<file path="config.mk">
export PLATFORM = sky130hd
export DESIGN_NAME = pixel_packer
export DESIGN_NICKNAME = d
export VERILOG_FILES = /design/src/rtl/pixel_packer.sv
export SDC_FILE = /design/constraint.sdc
export NUM_CORES = 1
export LEC_CHECK = 0
export CORE_UTILIZATION = 53
export CTS_BUF_LIST = sky130_fd_sc_hd__clkbuf_16
export CTS_CLUSTER_SIZE = 14
export DETAILED_ROUTE_END_ITERATION = 8
export PLACE_DENSITY = 0.86
export SYNTH_ARGS = -nofsm -noshare
export SYNTH_HDL_FRONTEND = slang
export SYNTH_SLANG_ARGS = --single-unit
</file>
<file path="constraint.sdc">
create_clock -name iCLK -period 4.7 [get_ports iCLK]
set_clock_uncertainty 0.05 [all_clocks]
set_input_delay 0.94 -clock iCLK [delete_from_list [all_inputs] [get_ports iCLK]]
set_output_delay 0.94 -clock iCLK [all_outputs]
set_load 0.05 [all_outputs]
</file>
<file path="src/rtl/pixel_packer.sv">
// pixel_packer
// ------------
// Reduces each accepted camera pixel to PIX_W bits and packs WORD_W/PIX_W
// pixels into one word. Pixels are reduced either by comparing against a
// threshold or by keeping their top PIX_W bits. At the end of a line, a
// partially filled word is flushed with its unused high slots set to zero.
// Finished words are queued in a small show-ahead FIFO, which the downstream
// SDRAM write port drains using a valid/ready handshake.
//
// Ports
//   iCLK        pixel clock; all state changes on the rising edge
//   iRST_N      asynchronous active-low reset
//   iDATA       pixel value
//   iDVAL       pixel valid
//   iLVAL       line valid
//   iFVAL       frame valid
//   iMODE       0 = threshold, 1 = MSB truncate
//   iThreshold  binarisation threshold (unsigned compare, iDATA >= iThreshold)
//   oDATA       packed word at the FIFO head (0 when the FIFO is empty)
//   oDVAL       oDATA is valid
//   iREADY      downstream accepts oDATA this cycle
//   oOVF        sticky overflow; cleared by reset or by a frame start
//   oWORD_CNT   words written into the FIFO during the current frame
module pixel_packer #(
    parameter int DATA_W     = 12,
    parameter int PIX_W      = 1,
    parameter int WORD_W     = 16,
    parameter int FIFO_DEPTH = 4,
    parameter int CNT_W      = 20
) (
    input  logic              iCLK,
    input  logic              iRST_N,
    input  logic [DATA_W-1:0] iDATA,
    input  logic              iDVAL,
    input  logic              iLVAL,
    input  logic              iFVAL,
    input  logic              iMODE,
    input  logic [DATA_W-1:0] iThreshold,
    output logic [WORD_W-1:0] oDATA,
    output logic              oDVAL,
    input  logic              iREADY,
    output logic              oOVF,
    output logic [CNT_W-1:0]  oWORD_CNT
);

    localparam int SLOTS  = WORD_W / PIX_W;
    localparam int SLOT_W = (SLOTS > 1) ? $clog2(SLOTS) : 1;
    localparam int PTR_W  = (FIFO_DEPTH > 1) ? $clog2(FIFO_DEPTH) : 1;
    localparam int FILL_W = PTR_W + 1;

    localparam logic [SLOT_W-1:0] LAST_SLOT = SLOT_W'(SLOTS - 1);
    localparam logic [FILL_W-1:0] FULL_FILL = FILL_W'(FIFO_DEPTH);

    // Registered state
    logic                lval_q, lval_d;
    logic                fval_q, fval_d;
    logic [SLOT_W-1:0]   slot_q, slot_d;
    logic [WORD_W-1:0]   partial_q, partial_d;
    logic [WORD_W-1:0]   mem_q [FIFO_DEPTH];
    logic [WORD_W-1:0]   mem_d [FIFO_DEPTH];
    logic [PTR_W-1:0]    wr_ptr_q, wr_ptr_d;
    logic [PTR_W-1:0]    rd_ptr_q, rd_ptr_d;
    logic [FILL_W-1:0]   fill_q, fill_d;
    logic                ovf_q, ovf_d;
    logic [CNT_W-1:0]    word_cnt_q, word_cnt_d;
    logic [WORD_W-1:0]   out_data_q, out_data_d;
    logic                out_dval_q, out_dval_d;

    // Combinational intermediates
    logic                pix_accept;
    logic                line_end;
    logic                frame_start;
    logic [PIX_W-1:0]    pix_bits;
    logic [SLOT_W-1:0]   slot_base;
    logic [WORD_W-1:0]   partial_base;
    logic [WORD_W-1:0]   assembled;
    logic                push_req;
    logic [WORD_W-1:0]   push_word;
    logic                pop;
    logic                push_ok;

    // Packing datapath.
    // A frame start clears the slot and partial word first. A pixel accepted on
    // that same edge therefore lands in slot 0 of a clean word. A line-end
    // flush cannot coincide with an accepted pixel, because iLVAL is low during
    // a line end. If a frame start and a line end fall on the same edge, the
    // frame start wins and the stale partial word is discarded, not flushed.
    always_comb begin
        lval_d       = iLVAL;
        fval_d       = iFVAL;
        pix_accept   = iDVAL & iLVAL & iFVAL;
        line_end     = lval_q & ~iLVAL;
        frame_start  = ~fval_q & iFVAL;

        if (iMODE) begin
            pix_bits = iDATA[DATA_W-1 -: PIX_W];
        end else begin
            pix_bits = {PIX_W{iDATA >= iThreshold}};
        end

        slot_base    = frame_start ? '0 : slot_q;
        partial_base = frame_start ? '0 : partial_q;

        assembled = partial_base;
        for (int k = 0; k < SLOTS; k++) begin
            if (slot_base == SLOT_W'(k)) begin
                assembled[k*PIX_W +: PIX_W] = pix_bits;
            end
        end

        slot_d    = slot_base;
        partial_d = partial_base;
        push_req  = 1'b0;
        push_word = '0;

        if (pix_accept) begin
            if (slot_base == LAST_SLOT) begin
                push_req  = 1'b1;
                push_word = assembled;
                slot_d    = '0;
                partial_d = '0;
            end else begin
                slot_d    = slot_base + SLOT_W'(1);
                partial_d = assembled;
            end
        end else if (line_end && !frame_start && (slot_q != '0)) begin
            push_req  = 1'b1;
            push_word = partial_q;
            slot_d    = '0;
            partial_d = '0;
        end
    end

    // Output FIFO and frame statistics.
    // oDATA/oDVAL are registered copies of the head entry. The next head is
    // the word being pushed whenever the read pointer will land on the slot
    // being written this cycle. That case covers a push into an empty FIFO
    // and a push+pop at a fill level of one. A pop at full frees a slot, so a
    // simultaneous push is still accepted.
    always_comb begin
        pop     = out_dval_q & iREADY;
        push_ok = push_req & ((fill_q != FULL_FILL) | pop);

        mem_d = mem_q;
        if (push_ok) begin
            mem_d[wr_ptr_q] = push_word;
        end

        wr_ptr_d = wr_ptr_q + PTR_W'(push_ok);
        rd_ptr_d = rd_ptr_q + PTR_W'(pop);
        fill_d   = fill_q + FILL_W'(push_ok) - FILL_W'(pop);

        ovf_d = frame_start ? 1'b0 : ovf_q;
        if (push_req && !push_ok) begin
            ovf_d = 1'b1;
        end

        word_cnt_d = (frame_start ? '0 : word_cnt_q) + CNT_W'(push_ok);

        out_dval_d = (fill_d != '0);
        if (!out_dval_d) begin
            out_data_d = '0;
        end else if (push_ok && (rd_ptr_d == wr_ptr_q)) begin
            out_data_d = push_word;
        end else begin
            out_data_d = mem_q[rd_ptr_d];
        end
    end

    // State registers. Reset discards everything, including queued words.
    always_ff @(posedge iCLK or negedge iRST_N) begin
        if (!iRST_N) begin
            lval_q     <= 1'b0;
            fval_q     <= 1'b0;
            slot_q     <= '0;
            partial_q  <= '0;
            mem_q      <= '{default: '0};
            wr_ptr_q   <= '0;
            rd_ptr_q   <= '0;
            fill_q     <= '0;
            ovf_q      <= 1'b0;
            word_cnt_q <= '0;
            out_data_q <= '0;
            out_dval_q <= 1'b0;
        end else begin
            lval_q     <= lval_d;
            fval_q     <= fval_d;
            slot_q     <= slot_d;
            partial_q  <= partial_d;
            mem_q      <= mem_d;
            wr_ptr_q   <= wr_ptr_d;
            rd_ptr_q   <= rd_ptr_d;
            fill_q     <= fill_d;
            ovf_q      <= ovf_d;
            word_cnt_q <= word_cnt_d;
            out_data_q <= out_data_d;
            out_dval_q <= out_dval_d;
        end
    end

    assign oDATA     = out_data_q;
    assign oDVAL     = out_dval_q;
    assign oOVF      = ovf_q;
    assign oWORD_CNT = word_cnt_q;

endmodule

</file>
# ---- Yosys cells after proc, flatten, opt, wreduce, memory -nomap -nowiden
# Cells that the tools add are included.
dict set report op_classes {
  n_reduce_logical 11
  n_lt_le_gt_ge 4
  n_eq_ne 17
  bitwise 11
  add_sub_neg 6
  mux 42
}
# op n
set ops {}
lappend ops {{two-way mux 16 bit} 12}
lappend ops {{bitwise mux 64 bit} 1}
lappend ops {{binary-select mux 16 bit (select 2 bit)} 1}
lappend ops {{demux 16 bit (select 2 bit)} 1}
lappend ops {{== test 4 bit (second input constant)} 8}
lappend ops {{two-way mux 1 bit} 22}
lappend ops {{adder 20 x 1 -> 20 bit} 1}
lappend ops {{two-way mux 20 bit} 1}
lappend ops {{== test 4 x 3 -> 1 bit (second input constant)} 4}
lappend ops {{two-way mux 4 bit} 4}
lappend ops {{>= comparator 12 bit} 1}
lappend ops {{== test 4 x 2 -> 1 bit (second input constant)} 2}
lappend ops {{bitwise AND 1 bit} 6}
lappend ops {{>= comparator 3 bit (second input constant)} 2}
lappend ops {{NOT 2 -> 3 bit} 2}
lappend ops {{logical AND 1 bit} 5}
lappend ops {{adder 2 x 1 -> 2 bit} 2}
lappend ops {{adder 4 x 1 -> 4 bit (second input constant)} 1}
lappend ops {{== test 4 x 1 -> 1 bit (second input constant)} 1}
lappend ops {{zero test 4 bit} 1}
lappend ops {{nonzero test 4 bit} 1}
lappend ops {{adder 3 x 1 -> 3 bit} 1}
lappend ops {{< comparator 3 x 1 -> 1 bit (second input constant)} 1}
lappend ops {{inequality test 3 bit (second input constant)} 1}
lappend ops {{7 further kinds} 9}
dict set report word_totals {
  regBits 131
  out_inout_bits 38
  input_bits 31
  wordCells 106
}

# ---- Longest topological paths before layout
# Gate-level depths: netlist (run 1).
dict set report depth {
  depth_word 12
  mapped_depth 19
  mapped_depth_nobuf 16
}

# ---- Least setup slack after synthesis (run 1)
# No wires, ideal clock.
dict set report synth_timing {
  path_type {input-to-reg}
  from {input iFVAL}
  to {register out_data_q[0], in the netlist oDATA[0]}
  arrival_time_ns 4.470
  setup_ns 0.132
  stages 18
  setup_slack_ns 0.048
  path_buffers 4
  cell_sequence {nand2b_1 -> clkbuf_1 -> clkbuf_1 -> nand2_1 -> inv_1 -> ha_1 -> clkbuf_1 -> and3_1 -> and3_1 -> o21ai_2 -> ha_1 -> inv_1 -> ha_1 -> fa_1 -> xnor2_1 -> nor3_1 -> clkbuf_1 -> nor2_1}
}
dict set report synth_via {
  elab_chain_cells 11
  elab_cells_between_ends 23
  cone_classes {add/sub (2); eq/ne (1); mux (11); bitwise (3); reduce/logical (6)}
}
# element line
set synth_lines {}
lappend synth_lines {{start, declared} 36} ;# input logic iFVAL,
lappend synth_lines {{branches (longest 5 deep; another with two-way mux 4 bit)} -}
lappend synth_lines {{two-way mux 1 bit *} 116} ;# if (pix_accept) begin
lappend synth_lines {{bitwise AND 1 bit *} 142} ;# push_ok = push_req & ((fill_q != FULL_FILL) | pop);
lappend synth_lines {{adder 3 x 1 -> 3 bit *} 151} ;# fill_d = fill_q + FILL_W'(push_ok) - FILL_W'(pop);
lappend synth_lines {{subtractor 3 x 1 -> 3 bit *} 151}
lappend synth_lines {{named net fill_d[2]} 63} ;# logic [FILL_W-1:0] fill_q, fill_d;
lappend synth_lines {{nonzero test 3 bit *} 160} ;# out_dval_d = (fill_d != '0);
lappend synth_lines {{two-way mux 16 bit *} 161} ;# if (!out_dval_d) begin
lappend synth_lines {{named net out_data_d[0]} 66} ;# logic [WORD_W-1:0] out_data_q, out_data_d;
lappend synth_lines {{end signal, assigned} 196} ;# out_data_q <= out_data_d;
lappend synth_lines {{end, declared} 66}
# Mark *: on every way through the listed nets, which the timed path passes.
# A chain may end at the register's enable or synchronous reset.

# ---- Final worst setup path (run 1)
dict set report layout_timing {
  from {input iFVAL}
  to {register out_data_q[15], in the netlist oDATA[15]}
}
dict set report layout_via {
  elab_chain_cells 11
  elab_cells_between_ends 22
  cone_classes {add/sub (2); eq/ne (1); mux (11); bitwise (3); reduce/logical (5)}
}
# element line
set layout_lines {}
lappend layout_lines {{branches (longest 5 deep; another with two-way mux 4 bit)} -}
lappend layout_lines {{two-way mux 1 bit *} 116}
lappend layout_lines {{bitwise AND 1 bit *} 142}
lappend layout_lines {{adder 3 x 1 -> 3 bit *} 151}
lappend layout_lines {{subtractor 3 x 1 -> 3 bit *} 151}
lappend layout_lines {{named net fill_d[1]} 63}
lappend layout_lines {{nonzero test 3 bit *} 160}
lappend layout_lines {{named net out_dval_d} 67} ;# logic out_dval_q, out_dval_d;
lappend layout_lines {{two-way mux 16 bit *} 161}
lappend layout_lines {{named net out_data_d[15]} 66}
# Marks and branches as above.

==> key figures, run 1 <==
Synthesis
  • Number of synthesis warnings: 0
  • Top-count cell post-synth: dfrtp_1
  • Syn Inst Count: 601
  • Mapped Nets: 655
  • Synth area leader: dfrtp_1
  • Number of synthesized flops with an enable pin: 0
  • Cell variety after synth: 49
  • Top_reg_cell synth: dfrtp_1
  • FF+latch count, synth: 131
  • Top cells by count, synth: 131 x dfrtp_1, 89 x nand2_1, 74 x o21ai_0
  • Post-Syn Area: 0.00640 sq mm
  • Synth top area cells: dfrtp_1 51%, o21ai_0 5.8%, mux4_2 5.6%, nand2_1 5.2%, mux2_2 5.1%
  • Post-synth top area share: 51.2%
  • Sequential share of the synthesized area: 51.2%
  • Asr flop ratio synth: 100%
  • Synth Area per Inst: 10.7 sq um

Setup path
  • CP endpoint kind: register
  • Crit Path Max Fanout: 16
  • Crit start category: input pin
  • CP required: 4.93 ns
  • Crit path kind: in2reg
  • Worst endpoint data arrival time: 4.21 ns

Timing
  • Unrepaired setup endpoints after global routing: false
  • Fmax: 251 MHz
  • Final setup vio count: 0
  • Relative slew slack: 27.1%
  • Post-route minimum period: 3.98 ns
  • Slew Limit Fails: 0
  • Final TNS setup: 0 ns
  • Fin. Hold Viols: 0
  • Tightest Pin Transition: 1.09 ns
  • Tcrit/Tclk final: 84.7%

Clock network
  • Hold buffer count at CTS: 0
  • Post-CTS setup repair buffer count: 0
  • TritonCTS Buffers: 17
  • CTS root buf: clkbuf_16
  • Worst skew pair latency: 0.42 ns
  • CTS sink cnt: 131
  • Worst-case clock buffer depth: 2
  • Htree depth: 4
  • Clk slew on worst S/H paths: 0.05 ns
  • PostCTS Resize Cnt: 0
  • CTS tree: built

Drt
  • Initial DRC Count: 490
  • Residual DRC: 3
  • First-pass detailed-route iteration total: 7
  • WL per Instance: 18.8 microns
  • Final WL: 15400 microns
  • Via density: 6.10
  • Total number of vias: 5016
  • Antenna Nets Post-Route: 0

Status
  • Failing checks: DRC
  • Status: finished, violations left

GRT
  • First-pass GRT wire length: 26000 microns
  • Largest net degree at the start of global routing: 88
  • Total gr overflow: 0
  • Gr usage total: 27.1%
  • Initial antenna violation count: 0
  • Vias in the first global route: 5329

Power and ir drop
  • Worst VDD drop: 0.256 mV
  • Clk network pwr share: 43.1%
  • Sequential share of power: 38.3%
  • P per Cell Area: 406 mW/mm^2
  • Combinational fraction of design power: 18.7%
  • Cell-internal power: 2280 uW
  • Psw: 900 uW
  • Power Total: 3180 uW
  • P_leak: 0.00352 uW
  • Switching power share of the total: 28.3%

Die
  • Num ports: 69
  • Full die area: 0.0125 sq mm
  • Core Area: 0.0116 sq mm
  • Die Height: 112 microns
  • Die Width: 112 microns
  • Row count: 39
  • Initial core utilization: 55.1%

Run
  • MaxCap Viol Count: 0

Finish
  • Area Growth Syn to Fin: 22.2%
  • Post-route cell area: 0.00783 sq mm
  • # diodes: 0
  • Share of layout cells above drive strength 1: 14.6%
  • NumNets Final: 720

Hold path
  • Hold Path Class: reg2reg

Placement
  • Detailed-placement wirelength estimate: 9920 microns
  • Area after DPL: 0.00721 sq mm
  • GPL Wtd Cong: 0.862
  • Count of input and output buffers: 68
[flip-flops by register name, indices dropped and copies added (netlist names)]
register and count:
slot_q 4, oOVF 1, oWORD_CNT 20, rd_ptr_q 2, lval_q 1, fill_q 3, oDVAL 1, mem_q 64
wr_ptr_q 2, oDATA 16, partial_q 16, fval_q 1
[path summary, 6_finish.rpt]
path | from | endpoint | slack [ns] | depth (start not counted)
max in group asynchronous | iRST_N | slot_q[2] | 3.01 | 2
setup reg to reg | fval_q | oDATA[15] | 1.24 | 16
hold / removal | mem_q[20] | mem_q[20] | 0.43 | 2
min in group asynchronous | iRST_N | partial_q[3] | 0.67 | 1
setup / recovery | iFVAL | oDATA[15] | 0.72 | 17
hold reg to reg | mem_q[20] | mem_q[20] | 0.43 | 2
[kinds of logic after synthesis]
group | count (synthesis) | share of synthesized area [%]
compound gates | 132 | 11.4
xor+xnor | 20 | 2.73
fa+ha+maj | 23 | 4.61
buf+inv | 57 | 3.65
flops | 131 | 51.2
mux | 57 | 12.7
simple gates | 181 | 13.7
[routing by layer]
metal  track usage, %  wire (microns)  up-vias
met5                0               0        -
met3             7.62            1140       41
li1                 -               -     2236
met2             44.3            7880      242
met4             12.6             384        0
met1             33.5            6020     2497
[stage by stage]
step,utilization (%),worst slack (ns),hold slack [ns],std cells
floorplan,-,0.0484,0.395,601
global placement,62.1,0.507,0.407,790
detailed placement,62.1,0.314,0.417,790
CTS,67.4,0.742,0.429,822
global route,67.4,0.527,0.468,822
finish,67.4,0.721,0.426,822
[worst max-delay path: stages]
cell             delay (ns)
clkdlybuf4s50_1        0.51
nand2b_1               0.12
nand2_1                0.14
inv_1                  0.09
ha_1                   0.21
and3_1                 0.14
and3_1                 0.19
o21ai_2                0.21
ha_1                   0.28
inv_1                  0.06
ha_1                   0.17
fa_1                   0.47
nor3_2                 0.19
buf_4                  0.26
inv_1                  0.08
o21ai_0                0.08
a21oi_1                0.06
[power groups by stage]
| stage | sequential, uW | combinational [uW] | clock [uW] |
|---|---|---|---|
| floorplan | 1240 | 362 | 0 |
| global placement | 1230 | 554 | 0 |
| detailed placement | 1230 | 583 | 0 |
| CTS | 1210 | 591 | 1390 |
| global route | 1220 | 641 | 1440 |
| finish | 1210 | 593 | 1370 |
[cell usage in the layout (no fill, tap or decap), types with 3 or more instances in the layout]
cell type / n
and2_1: 4
nand2_1: 89
nor2b_1: 3
a211oi_1: 3
mux2i_1: 8
nand2b_1: 9
clkbuf_16: 17
a21oi_1: 30
mux2_1: 4
a22oi_1: 9
and3_1: 9
nor2_1: 23
mux2_2: 29
clkinvlp_4: 4
a31oi_1: 3
nand4_1: 5
mux4_2: 16
bufinv_16: 4
clkinv_2: 3
inv_1: 22
xnor2_1: 4
or3_1: 5
buf_4: 14
ha_1: 22
o211ai_1: 4
nand3_1: 18
dfrtp_1: 131
o21ai_0: 74
clkdlybuf4s50_1: 67
xor2_1: 16
[cell type report]
type	count	area, sq um
Tap cell	143	179
Multi-Input combinational cell	413	2900
Sequential cell	131	3280
Fill cell	843	3780
Clock buffer	17	425
Clock inverter	15	190
Timing Repair Buffer	81	776
Inverter	22	82.6
(Power assumes the default switching activity.)
==> run 2: changes to the inputs <==
--- a/config.mk
+++ b/config.mk
@@ -5,7 +5,7 @@
 export SDC_FILE = /design/constraint.sdc
 export NUM_CORES = 1
 export LEC_CHECK = 0
-export CORE_UTILIZATION = 53
+export CORE_UTILIZATION = 51
 export CTS_BUF_LIST = sky130_fd_sc_hd__clkbuf_16
 export CTS_CLUSTER_SIZE = 14
 export DETAILED_ROUTE_END_ITERATION = 8
==> constraint.sdc (replaced) <==
create_clock -name iCLK -period 3.2 [get_ports iCLK]
set_clock_uncertainty 0.05 [all_clocks]
set_input_delay 0.64 -clock iCLK [delete_from_list [all_inputs] [get_ports iCLK]]
set_output_delay 0.64 -clock iCLK [all_outputs]
set_load 0.05 [all_outputs]
==> key figures, run 2 (synthesis gave the netlist of run 1 again) <==
GRT
  • Gr usage total: 26.7%
  • Vias in the first global route: 5453
  • Total gr overflow: 0
  • Largest net degree at the start of global routing: 68
  • First-pass GRT wire length: 26500 microns
  • Initial antenna violation count: 0

Clock network
  • Worst skew pair latency: 0.41 ns
  • Clk slew on worst S/H paths: 0.05 ns
  • CTS sink cnt: 131
  • TritonCTS Buffers: 17
  • Worst-case clock buffer depth: 2
  • Htree depth: 4
  • CTS tree: built
  • Hold buffer count at CTS: 0
  • CTS root buf: clkbuf_16

Timing
  • Tightest Pin Transition: 0.720 ns
  • Final setup vio count: 0
  • Unrepaired setup endpoints after global routing: false
  • Fmax: 323 MHz
  • Slew Limit Fails: 0
  • Tcrit/Tclk final: 96.8%
  • Post-route minimum period: 3.10 ns
  • Fin. Hold Viols: 0
  • Relative slew slack: 51.7%
  • Final WS setup: 0.103 ns

Drt
  • First-pass detailed-route iteration total: 5
  • Final WL: 15600 microns
  • Initial DRC Count: 483
  • Residual DRC: 0
  • WL per Instance: 17.7 microns
  • Total number of vias: 4998
  • Antenna Nets Post-Route: 0
  • Via density: 5.69

Run
  • MaxCap Viol Count: 0

Placement
  • Detailed-placement wirelength estimate: 10500 microns
  • Worst slack, placed: -0.445 ns
  • GPL Wtd Cong: 0.848
  • Count of input and output buffers: 68
  • Dpl cells: 847

Die
  • Row count: 40
  • Die Height: 114 microns
  • Full die area: 0.0130 sq mm
  • Core Area: 0.0121 sq mm
  • Die Width: 114 microns
  • Num ports: 69
  • Initial core utilization: 52.9%

Setup path
  • Worst endpoint data arrival time: 3.34 ns
  • CP Launch Point: iREADY
  • Critical R2R Capture: oDATA[11]
  • Crit path kind: in2reg
  • Crit path capture: oDATA[11]
  • Worst R2R Start: fval_q
  • Crit start category: input pin
  • Worst R2R Setup Slack: 0.16 ns
  • Crit Path Max Fanout: 15
  • CP endpoint kind: register
  • CP required: 3.44 ns
  • Reg2reg path depth: 14

Status
  • Status: finished, final reports clean

Power and ir drop
  • Worst VDD drop: 0.382 mV
  • P per Cell Area: 555 mW/mm^2
  • P_leak: 0.00370 uW

Finish
  • FILL cells: 865
  • # diodes: 0
  • Register with the most flip-flops: mem_q
  • NumNets Final: 752
  • Area Growth Syn to Fin: 27.7%
  • Commonest non-fill, non-tap cell in the layout: dfrtp_1
  • Cell Count, Final, Fillers Out: 879
  • Largest register FFs: 64
  • Most frequent cells in the layout: 131 x dfrtp_1, 87 x nand2_1, 73 x o21ai_0
  • Share of layout cells above drive strength 1: 19.7%

Hold path
  • Hold Path Class: in2async
-- run 2: changes by cell type in the layout (fill, tap and decap cells not counted), moves of 3 or more --
cell       previous run  this run
buf_4                14        38
buf_12                0         8
bufinv_16             4         1
clkinv_1              2         5
-- run 2: area by class of cell --
cell class	count	area (sq um)	area share [%]
clock buffers	17	425	5.20
well taps	168	210	2.57
clock inverters	15	100	1.22
multi-input cells	413	2970	36.3
inverters	22	82.6	1.01
repair buffers	113	1110	13.6
flip-flops and latches	131	3280	40.1
-- run 2: report_power, final --
part,internal (uW),switching [uW]
clock,1040,703
sequential,1720,61.2
combinational,434,574
total,3200,1340
-- run 2: worst min-delay path by stage --
stage	cells past startpoint	endpoint	slack (ns)
5_1_grt	1	oWORD_CNT[12]	0.21
6_report	1	oWORD_CNT[12]	0.17
4_1_cts	1	oWORD_CNT[12]	0.18
3_5_place_dp	2	mem_q[47]	0.42
2_1_floorplan	0	fill_q[0]	0.29
3_3_place_gp	2	mem_q[23]	0.41
-- run 2: critical path, cell delays in order --
cell and delay, ns:
clkdlybuf4s50_1 0.40, and2_1 0.15, or4b_1 0.56, o21ai_4 0.10, ha_1 0.25, inv_1 0.07, ha_2 0.18, fa_2 0.47
nor3_4 0.27, buf_12 0.18, nor2_1 0.06
-- run 2: routing by layer --
layer | part of all wire, % | track usage [%]
met5 | 0 | 0
met3 | 6.0 | 5.56
met1 | 39 | 31.3
met2 | 53 | 47.4
met4 | 2.0 | 12.0
-- run 2: what timing repair did --
item,4_1_cts,5_1_grt
endpoints found under the setup margin,16,0
endpoints found under the hold margin,0,0
resized for setup,1,0
setup buffers,0,0
-- run 2: per-stage QoR --
step	TNS, ns	util (%)	cell area (sq um)	hold WS, ns	total power (uW)
after floorplan	-4.41	-	6530	0.294	2450
after global placement	-8.08	63.2	7660	0.406	2770
after detailed placement	-11.60	63.2	7660	0.419	2810
after CTS	0	67.6	8180	0.183	4570
after global routing	0	67.6	8180	0.207	4700
final	0	67.6	8180	0.172	4540
==> run 3: changes to the inputs <==
--- a/config.mk
+++ b/config.mk
@@ -5,6 +5,7 @@
 export SDC_FILE = /design/constraint.sdc
 export NUM_CORES = 1
 export LEC_CHECK = 0
+export CAP_MARGIN = 20
 export CORE_UTILIZATION = 51
 export CTS_BUF_LIST = sky130_fd_sc_hd__clkbuf_16
 export CTS_CLUSTER_SIZE = 14
==> results of run 3 <==
No change in the layout: final DEF, timing and power equal those of run 2.
==> variant 1: new RTL, flow settings as in run 2 <==
`DATA_W`: 12 -> 18.
--- a/src/rtl/pixel_packer.sv
+++ b/src/rtl/pixel_packer.sv
@@ -22,7 +22,7 @@
 //   oOVF        sticky overflow; cleared by reset or by a frame start
 //   oWORD_CNT   words written into the FIFO during the current frame
 module pixel_packer #(
-    parameter int DATA_W     = 12,
+    parameter int DATA_W     = 18,
     parameter int PIX_W      = 1,
     parameter int WORD_W     = 16,
     parameter int FIFO_DEPTH = 4,
Interface: changed (resized iDATA and iThreshold); port bits go from 69 to 81. No check against the original RTL was run, so the function may have changed too.
==> variant 1 against run 2 <==
Routed wire length rose by 8.8%. Sequential cell count unchanged. Sequential share of layout area shrank 1.2 points. Synthesized area rose by 2.8%. Total power grew 7.8%. Combinational power is 13% higher. Design area up 3.1%. Global-route usage rose by 1.1 points. Register-to-register slack improved by 0.05 ns. Worst setup slack better by 0.027 ns. Sequential power grew 3%. Maximum frequency up 0.88%. Critical endpoint is now oDATA[12]. Largest power group is now the clock network. Highest routed layer unchanged.
==> variant 1: results (changes against run 2) <==
[routing]
routed_wl_um=16970  ; +8.8%
drt_iter0_drc=563  ; +17%
vias_per_cell=5.749  ; +1.1%
routedWlPerCell_um=17.71  ; -0.14%

[outcome]
status=complete, no violations

[logic_synthesis]
synth.area.top_cells=dfrtp_1, o21ai_0, nand2_1
syn_inst=665  ; +11%
synth_commonest_cells=dfrtp_1, nand2_1, o21ai_0
ys_seq_area_share_pct=49.81  ; -1.4 points
syn_nets=737  ; +13%
yosysUniqueCellTypes=47  ; -4.1%

[global_routing]
grt_pass1_wl_um=28190  ; +6.5%
grt_max_degree=91  ; +34%
grt_pass1_vias=5735  ; +5.2%
track_usage_pct=27.88  ; +1.1 points

[power_and_ir_drop]
irDropWorstVdd_v=0.0004099  ; +7.3%
p_leak_nw=3.730  ; +0.94%

[placed_design]
dp_hpwl_um=11250  ; +7.3%
io_buffers=80  ; +18%
dpl.cell_count=925  ; +9.2%
gp_congestion=0.8762  ; +3.4%

[finish]
final_nets=845  ; +12%
drive_above_1_share_pct=17.05  ; -2.6 points

[setup_path]
crit_path_max_fanout=5  ; -10
regToRegSetupSlack_ns=0.21  ; +0.05 ns
cp_data_arrival_time_ns=3.31  ; -0.03 ns

[sta]
slew_headroom_pct=46.33  ; -5.4 points

[clock_tree]
cts_inserted_buffers=17  ; unchanged

-- variant 1: cell count changes in the layout (fill, tap and decap cells not counted), sizes merged, moves of 7 or more --
cell,run 2,this run
a21oi,30,44
a22oi,9,0
clkdlybuf4s50,66,78
inv,23,38
mux2,33,0
mux2i,8,0
nand2,89,111
nand4,5,12
o21ai,76,110
-- variant 1: where the power goes --
group | internal [mW] | switching, mW
combinational | 0.496 | 0.646
clock | 1.15 | 0.762
sequential | 1.76 | 0.0812
total | 3.40 | 1.49
-- variant 1: worst max-delay path: stages --
cell,delay (ns)
clkdlybuf4s50_1,0.40
and2_1,0.19
or4b_4,0.51
o21ai_2,0.09
ha_1,0.25
inv_1,0.06
ha_2,0.18
fa_2,0.47
nor3_4,0.26
inv_2,0.10
o21ai_1,0.10
a21oi_1,0.07
-- variant 1: layer usage --
layer	vias to the layer above	part of all wire (%)	GRT usage, %
li1	2514	-	-
met1	2678	39	32.34
met2	266	52	48.86
met3	50	6.8	7.061
met4	0	2.8	12.29
met5	-	0	0
-- variant 1: cells by family (layout without fill, tap and decap cells) --
group | Yosys count | in the layout | share of synthesized area [%]
buffers and inverters | 72 | 193 | 4.943
adders and majority gates | 29 | 29 | 5.627
and+or+nand+nor | 225 | 225 | 16.64
muxes | 16 | 16 | 5.475
AOI/OAI and AO/OA | 170 | 170 | 14.58
xor gates and xnor gates | 22 | 22 | 2.928
DFF | 131 | 131 | 49.81
-- variant 1: layout make-up --
| cell class | instances | area [µm²] |
|---|---|---|
| clock buffer | 17 | 425.4 |
| clock inverter | 15 | 157.7 |
| fill | 926 | 4184 |
| inverter | 35 | 136.4 |
| multi-input combinational | 462 | 3043 |
| sequential | 131 | 3278 |
| tap | 172 | 215.2 |
| timing repair buffer | 126 | 1180 |
-- variant 1: through the flow --
step | power [mW] | TNS [ns] | instance area, µm² | hold slack (ns) | worst slack [ns]
floorplan | 2.580 | -0.9093 | 6675 | 0.2944 | -0.07410
global placement | 2.925 | -6.003 | 7843 | 0.4058 | -0.3332
detailed placement | 2.985 | -9.638 | 7843 | 0.4160 | -0.5049
CTS | 4.910 | 0 | 8424 | 0.1687 | 0.1131
global route | 5.089 | 0 | 8436 | 0.1973 | 0.01028
finish | 4.892 | 0 | 8436 | 0.1572 | 0.1297
-- variant 1: worst paths after layout --
check | startpoint | to | cells after the start
setup / recovery | iREADY | oDATA[12] | 12
hold / removal | iRST_N | mem_q[12] | 1
setup reg to reg | slot_q[2] | oDATA[12] | 11
hold reg to reg | mem_q[14] | mem_q[14] | 2
max in group asynchronous | iRST_N | partial_q[9] | 2
min in group iCLK | mem_q[14] | mem_q[14] | 2
-- variant 1: what timing repair did --
action,CTS,global route
hold buffers,0,0
pin swaps,0,2
buffers inserted,0,1
gates resized for setup,1,1
setup endpoints to repair,16,2
==> variant 2: new RTL, config.mk and constraints of run 2 <==
Without the edit above. `out_data_q` no longer has a reset.
--- a/src/rtl/pixel_packer.sv
+++ b/src/rtl/pixel_packer.sv
@@ -180,7 +180,6 @@
             fill_q     <= '0;
             ovf_q      <= 1'b0;
             word_cnt_q <= '0;
-            out_data_q <= '0;
             out_dval_q <= 1'b0;
         end else begin
             lval_q     <= lval_d;
@@ -193,9 +192,12 @@
             fill_q     <= fill_d;
             ovf_q      <= ovf_d;
             word_cnt_q <= word_cnt_d;
-            out_data_q <= out_data_d;
             out_dval_q <= out_dval_d;
         end
+    end
+
+    always_ff @(posedge iCLK) begin
+        out_data_q <= out_data_d;
     end
 
     assign oDATA     = out_data_q;
Formal check against the unedited RTL: differs if iRST_N is asserted again (counterexample within 4 cycles, from zero or initial values and one cycle with iRST_N low); with iRST_N held inactive, the same outputs for 4 cycles.
==> variant 2 against run 2 <==
The flow now finishes with violations (DRC). Routed wire length rose by 4.4%. First-iteration DRC count fell by 2.3%. Sequential cell count did not move. Synthesized cell count rose by 4.8%. Register-to-register slack got worse by 0.13 ns. Hold slack improved by 0.073 ns. Total power rose by 10%. Sequential power barely moved. Design area fell by 1.4%. Die area fell by 3.7%. Cell count rose by 1.7%. Synthesized area fell by 3.7%. Worst setup slack got worse by 0.075 ns. Critical endpoint is now oDATA[15]. Largest cell class unchanged.
==> variant 2: results (changes against run 2) <==
[logic_synthesis]
ys_seq_area_share_pct=51.87  ; +0.69 points
synth.area.top_cells=dfrtp_1, nand2_1, o21ai_0
synth_commonest_cells=nand2_1, dfrtp_1, o21ai_0
syn_nets=684  ; +4.4%
synth_ff_type=dfrtp_1
yosys_warnings=0  ; unchanged
synthArstFlopShare_pct=87.79  ; -12 points
syn_inst=630  ; +4.8%
yosysUniqueCellTypes=47  ; -4.1%

[global_routing]
track_usage_pct=27.42  ; +0.67 points
grt_max_degree=60  ; -12%
grt_pass1_wl_um=26700  ; +0.89%
grt_pass1_vias=5584  ; +2.4%
grt_antenna_before_repair=0  ; unchanged

[placed_design]
dpl_cell_area_um2=7353  ; -4.0%
dp_hpwl_um=10400  ; -0.82%
gp_congestion=0.8650  ; +2.1%
dpl.cell_count=851  ; +0.47%
place_ws_ns=-0.6526  ; -0.2074 ns

[power_and_ir_drop]
irDropWorstVdd_v=0.0004256  ; +11%
p_leak_nw=3.504  ; -5.2%

[finish]
instances_no_fill=894  ; +1.7%
drive_above_1_share_pct=17.18  ; -2.5 points
antenna_cells=0  ; unchanged
final_nets=793  ; +5.5%
num-fill-cells=778  ; -10%
largest_reg_flops=64  ; unchanged
multiInputGateArea_um2=2867  ; -3.5%

[setup_path]
crit_path_max_fanout=5  ; -10
slowest_stage=fa_2
critical_path.max_stage_delay_ns=0.41  ; -0.15 ns

[routing]
routedWlPerCell_um=18.21  ; +2.7%
drt_iter0_drc=472  ; -2.3%
dr.pass1.iters=8  ; +3
route.detailed.drc=4  ; +4
vias_per_cell=5.961  ; +4.8%

[clock_tree]
postCtsSetupBuffers=6  ; +6
ctsResizeCount=11  ; +10
clock_latency_ns=0.43  ; +0.02 ns
clock_path_buffers=2  ; unchanged

[outcome]
status=finished, violations left
violations=DRC

[sta]
min_period_ns=3.172  ; +0.07456 ns
worst_pin_slew_ns=0.9562  ; +0.2361 ns

[min_path]
hp-class=input port to asynchronous set/reset pin

[variant 2: cell types whose count changed in the layout (fill, tap and decap cells not counted), sizes merged, moves of 5 or more]
cell    before  now
nand2b       9    3
dfxtp        0   16
a22oi        9    0
clkinv      10    5
dfrtp      131  115
mux2i        8    1
nand2       89  126
buf         46   59
a21oi       30   37
o21ai       76  102
inv         23   28
mux2        33    0
[variant 2: report_power, final]
group	internal [mW]	switching [mW]	total [mW]
clock	1.12	0.713	1.84
combinational	0.648	0.720	1.37
sequential	1.72	0.0713	1.79
total	3.49	1.50	5.00
[variant 2: per-layer routing]
layer  vias up  GRT usage [%]  share of wire [%]
met5         -              0                  0
met4         0          12.89                3.0
met3        59          5.825                6.8
met2       267          47.99                 52
met1      2601          32.29                 38
li1       2402              -                  -
[variant 2: cell families (layout without fill, tap and decap cells)]
kind of cell	Yosys count	after routing	share of synthesized area, %
multiplexers	17	17	6.007
AO/OA/AOI/OAI	159	159	13.96
adder cells (fa/ha/maj)	23	23	4.789
AND/OR/NAND/NOR	221	221	16.21
flip-flops	131	131	51.87
buffers and inverters	58	179	4.180
XOR/XNOR	21	21	2.983
[variant 2: worst paths after layout]
path                            startpoint         to  slack, ns  cells after the start
worst max register to register      fval_q  oDATA[15]       0.03                     15
worst min register to register   mem_q[34]  mem_q[34]       0.43                      2
min in group iCLK                mem_q[34]  mem_q[34]       0.43                      2
worst max-delay path                fval_q  oDATA[15]       0.03                     15
worst min-delay path                iRST_N  mem_q[12]       0.25                      1
max in group asynchronous           iRST_N   mem_q[5]       2.08                      2
[variant 2: layout make-up]
type                    instances  share of cell area (%)
flip-flops and latches        131                   39.63
multi-input cells             441                   35.52
repair buffers                125                   14.70
clock buffers                  17                   5.271
well taps                     143                   2.217
clock inverters                14                   1.566
inverters                      23                   1.101
